[src/rtl/iomem_arbiter.sv]
// iomem_arbiter: round-robin sharing of one PicoSoC iomem slave bus between two masters.
// Optional slave-ready timeout is built only when IOMEM_ARB_TIMEOUT_EN is defined.
module iomem_arbiter #(
    parameter int unsigned TIMEOUT_CYCLES = 255,
    parameter logic [31:0] TIMEOUT_RDATA  = 32'hDEAD_BEEF
) (
    input  logic        clk,
    input  logic        resetn,
    input  logic        m0_valid,
    output logic        m0_ready,
    input  logic [3:0]  m0_wstrb,
    input  logic [31:0] m0_addr,
    input  logic [31:0] m0_wdata,
    output logic [31:0] m0_rdata,
    input  logic        m1_valid,
    output logic        m1_ready,
    input  logic [3:0]  m1_wstrb,
    input  logic [31:0] m1_addr,
    input  logic [31:0] m1_wdata,
    output logic [31:0] m1_rdata,
    output logic        s_valid,
    input  logic        s_ready,
    output logic [3:0]  s_wstrb,
    output logic [31:0] s_addr,
    output logic [31:0] s_wdata,
    input  logic [31:0] s_rdata,
    output logic        timeout_pulse
);

    typedef enum logic [1:0] {
        IDLE = 2'd0,
        GNT0 = 2'd1,
        GNT1 = 2'd2
    } state_t;

    state_t           state_reg, state_next;
    logic             last_grant_reg, last_grant_next;
    logic [1:0]       ready_reg, ready_next;
    logic [1:0][31:0] rdata_reg, rdata_next;
    logic [1:0]       m_valid;
    logic [1:0]       eligible;
    logic [1:0]       grant_onehot;
    logic             active;
    logic             finish;
    logic             timeout_hit;

    assign m_valid      = {m1_valid, m0_valid};
    assign grant_onehot = {state_reg == GNT1, state_reg == GNT0};
    assign active       = |grant_onehot;
    assign finish       = active && (s_ready || timeout_hit);

    // A master whose ready is high is still holding valid for the completed
    // access, so it must not be treated as a fresh request in that cycle.
    for (genvar gi = 0; gi < 2; gi++) begin : g_master
        assign eligible[gi]   = m_valid[gi] && !ready_reg[gi];
        assign ready_next[gi] = finish && grant_onehot[gi];
        assign rdata_next[gi] = ready_next[gi] ? (timeout_hit ? TIMEOUT_RDATA : s_rdata)
                                               : rdata_reg[gi];
    end

    always_ff @(posedge clk) begin
        if (!resetn) begin
            state_reg      <= IDLE;
            last_grant_reg <= 1'b1;
            ready_reg      <= '0;
            rdata_reg      <= '0;
        end else begin
            state_reg      <= state_next;
            last_grant_reg <= last_grant_next;
            ready_reg      <= ready_next;
            rdata_reg      <= rdata_next;
        end
    end

    always_comb begin
        state_next      = state_reg;
        last_grant_next = last_grant_reg;
        unique case (state_reg)
            IDLE: begin
                if (eligible[0] && (!eligible[1] || last_grant_reg)) begin
                    state_next      = GNT0;
                    last_grant_next = 1'b0;
                end else if (eligible[1]) begin
                    state_next      = GNT1;
                    last_grant_next = 1'b1;
                end
            end
            GNT0, GNT1: begin
                if (s_ready || timeout_hit) begin
                    state_next = IDLE;
                end
            end
            default: state_next = IDLE;
        endcase
    end

    // Slave bus is driven from the granted master only; zero when idle.
    always_comb begin
        s_wstrb = '0;
        s_addr  = '0;
        s_wdata = '0;
        if (grant_onehot[0]) begin
            s_wstrb = m0_wstrb;
            s_addr  = m0_addr;
            s_wdata = m0_wdata;
        end else if (grant_onehot[1]) begin
            s_wstrb = m1_wstrb;
            s_addr  = m1_addr;
            s_wdata = m1_wdata;
        end
    end

    assign s_valid  = active;
    assign m0_ready = ready_reg[0];
    assign m1_ready = ready_reg[1];
    assign m0_rdata = rdata_reg[0];
    assign m1_rdata = rdata_reg[1];

`ifdef IOMEM_ARB_TIMEOUT_EN
    logic [7:0] count_reg;
    logic       timeout_pulse_reg;

    // A slave ready arriving in the limit cycle still completes normally.
    assign timeout_hit = active && !s_ready && (count_reg == 8'(TIMEOUT_CYCLES));

    always_ff @(posedge clk) begin
        if (!resetn) begin
            count_reg         <= '0;
            timeout_pulse_reg <= 1'b0;
        end else begin
            timeout_pulse_reg <= timeout_hit;
            if (!active) begin
                count_reg <= '0;
            end else if (!s_ready && !timeout_hit) begin
                count_reg <= count_reg + 8'd1;
            end
        end
    end

    assign timeout_pulse = timeout_pulse_reg;
`else
    logic [7:0] unused_timeout_cycles;

    assign unused_timeout_cycles = 8'(TIMEOUT_CYCLES);
    assign timeout_hit           = 1'b0;
    assign timeout_pulse         = 1'b0;
`endif

endmodule
[config.mk]
export PLATFORM = sky130hd
export DESIGN_NAME = iomem_arbiter
export DESIGN_NICKNAME = d
export VERILOG_FILES = /design/src/rtl/iomem_arbiter.sv
export SDC_FILE = /design/constraint.sdc
export NUM_CORES = 1
export LEC_CHECK = 0
export ABC_AREA = 1
export BUFFER_PORTS_ARGS = -buffer_cell sky130_fd_sc_hd__buf_2
export CORE_AREA = 2 2 118 120
export DETAILED_ROUTE_END_ITERATION = 12
export DIE_AREA = 0 0 120 122
export GPL_TIMING_DRIVEN = 1
export PLACE_DENSITY = 0.59
export RECOVER_POWER = 100
export SKIP_LAST_GASP = 1
export SLEW_MARGIN = 30
export SYNTH_ARGS = -nofsm -noshare
export SYNTH_HDL_FRONTEND = slang
export SYNTH_SLANG_ARGS = --single-unit
[constraint.sdc]
create_clock -name clk -period 2.1 [get_ports clk]
set_clock_uncertainty 0.2 [all_clocks]
set_input_delay 0.42 -clock clk [delete_from_list [all_inputs] [get_ports clk]]
set_output_delay 0.42 -clock clk [all_outputs]
set_load 0.01 [all_outputs]
==> metrics.cfg <==
[run_status]
status = complete, but fails checks
failed_checks = negative setup slack

[worst_setup_path]
worstPathArrival_ns = 1.55
start_kind = register
cp-end-kind = output port
path_cells = inv_4 > ha_4 > buf_4 > clkbuf_16 > nand2_1 > nand2_2 > buf_6
reg2reg_slack_ns = 0.11
path_delay_family = buffers and inverters
crit_type = reg -> out
crit_path_start = state_reg[1]$_SDFFE_PN0P_
cpPeakStageDelay_ns = 0.38
crit_fanout = 9
cp.required_ns = 1.48
critPathSlowestCell = dfxtp_4
critical_path.n_buffers_inverters = 4
reg2reg_from = state_reg[1]$_SDFFE_PN0P_

[placement]
dp_slack_ns = 0.1301
numPortBuffers = 307
dp.cells = 1010
gp_congestion = 0.7913
post-dp-hpwl_mm = 11.56
dpl_cell_area_mm2 = 0.005281

[synthesis]
synth_top_cell_area_share_pct = 39.32
synth_seq_cells = 69
syn_inst = 545
synth_largest_area_cell = dfxtp_1
synth_area_mm2 = 0.003513
syn-num-nets = 721
synth.distinct_cells = 21
synth.area.top_cells = dfxtp_1, nand2_1, nand3_1, nor2_1, o21ai_0
syn_area_per_cell_um2 = 6.447
ys_warn_count = 0
ys_seq_area_share_pct = 39.32

[clock_network]
clock-sinks = 69
numCtsBuffers = 9
htreeDepth = 3
cts_tree = yes
clock_latency_ns = 0.32
cts_buffer_depth = 2
clockRootBuffer = clkbuf_16
clkSlewWorstSetupHoldPaths_ns = 0.06

[grt]
grt_pass1_vias = 4442
grt_overflow = 0
grt_pass1_wl_mm = 23.14
grt_max_degree = 54
grtUsageTotal_pct = 20.36
antenna_found_initial = 0

[floorplan]
die_height_um = 122
core_area_mm2 = 0.01350
top_level_ports = 309
die_area_mm2 = 0.01464
rows = 43
start_util_pct = 26.02
fp.dieW_um = 120

[sta]
fmax_ghz = 0.4602
min_period_ns = 2.173
drv_slew = 0
rsz0062_at_grt = yes
min_period_over_period_pct = 103.5
hold_viol = 0
setup_ws_ns = -0.07304
finalSetupViolations = 58

[worst_hold_path]
hp-class = in -> reg
hp-start = s_rdata[30]

[routing]
drcViolationCount = 0
drt_iter0_drc = 270
via_count = 4801
ant_nets = 0
drt_pass1_iterations = 4
wl_per_cell_um = 15.60
avgViaCountPerCell = 4.594
routed_wl_mm = 16.30

[layout]
mostFrequentLayoutCell = buf_2
final_nets = 1036
seqCellArea_mm2 = 0.001389
final_cell_mix = buf_2, nand2_1, clkbuf_1, nor2_1
area_delta_synth_final_pct = 73.93
final_cells = 1045
diodes = 0
fill_cells = 1469
final_area_mm2 = 0.006111
layout-drive-gt1-share_pct = 38.50
multi_input_area_mm2 = 0.001851

[power]
peakVddDrop_mv = 0.4828
powerDensity_mw_per_mm2 = 740.3
p_leak_nw = 3.074

[flow_run]
max_cap_violations = 0

-- metrics by stage --
step / setup TNS (ns) / hold WS, ns / util (%) / power, mW
floorplan: 0 / 0.2562 / - / 2.065
global placement: 0 / 0.2288 / 39.11 / 2.655
detailed placement: 0 / 0.2318 / 39.11 / 2.652
CTS: -2.235 / 0.1419 / 44.44 / 4.468
global route: -6.003 / 0.1760 / 45.25 / 4.757
finish: -1.418 / 0.1566 / 45.25 / 4.524
-- what timing repair did --
item	CTS	global route
setup buffers	6	1
gates cloned	7	6
pin swaps	5	11
hold buffers	0	0
endpoints found under the setup margin	68	98
gates resized for setup	49	36
-- cells in the mapped netlist --
cell        n
a21oi_1    35
a31oi_1     1
buf_1       1
buf_2      12
buf_4       5
buf_6       7
clkbuf_1   19
conb_1      1
dfxtp_1    69
ha_1        3
inv_1      41
inv_2       2
nand2_1   142
nand2_4     1
nand3_1    70
nand3_2     1
nand4_1     1
nor2_1     68
nor3_1      1
o21ai_0    45
o21ai_1    20
-- routing by layer --
layer | part of all wire (%) | track usage (%) | up-vias | wire length [µm]
met4 | 3.2 | 8.235 | 0 | 525
met3 | 11 | 7.584 | 30 | 1786
met2 | 48 | 33.63 | 244 | 7742
met5 | 0 | 0 | - | 0
met1 | 38 | 23.88 | 2150 | 6243
li1 | - | - | 2377 | -
-- cells by family (layout without fill, tap and decap cells) --
group | count (synthesis) | after routing | synth area share, %
DFF | 69 | 69 | 39.32
buffers and inverters | 87 | 407 | 11.75
adders and majority gates | 3 | 3 | 1.068
other | 1 | 1 | 0.1067
AOI/OAI and AO/OA | 101 | 101 | 14.42
and+or+nand+nor | 284 | 284 | 33.33
-- where the power goes --
group	total, mW	internal [mW]	switching, mW
sequential	1.43	1.39	0.0434
combinational	1.55	0.722	0.827
clock	1.54	0.960	0.584
-- path summary, 6_finish.rpt --
path                               endpoint  depth (start not counted)
setup / recovery                 s_addr[30]                          7
hold / removal    m0_rdata[30]$_SDFFE_PN0P_                          3
setup reg to reg  m0_rdata[21]$_SDFFE_PN0P_                         10
hold reg to reg   m1_rdata[31]$_SDFFE_PN0P_                          2
-- worst register-to-register path, cell delays in order, from the launching register on --
cell       delay [ns]
dfxtp_4          0.36
inv_4            0.06
ha_4             0.18
buf_12           0.17
clkbuf_16        0.19
buf_4            0.15
nand2_8          0.11
inv_2            0.09
buf_4            0.23
nor2_1           0.07
nor2_1           0.11
-- layout make-up --
class                           count  area share (%)
Multi-Input combinational cell    389           30.28
Inverter                           43           2.846
Clock inverter                      6           1.126
Clock buffer                       10           3.911
Tap cell                          180           3.686
Timing Repair Buffer              348           35.42
Sequential cell                    69           22.73
(Power assumes the default switching activity.)
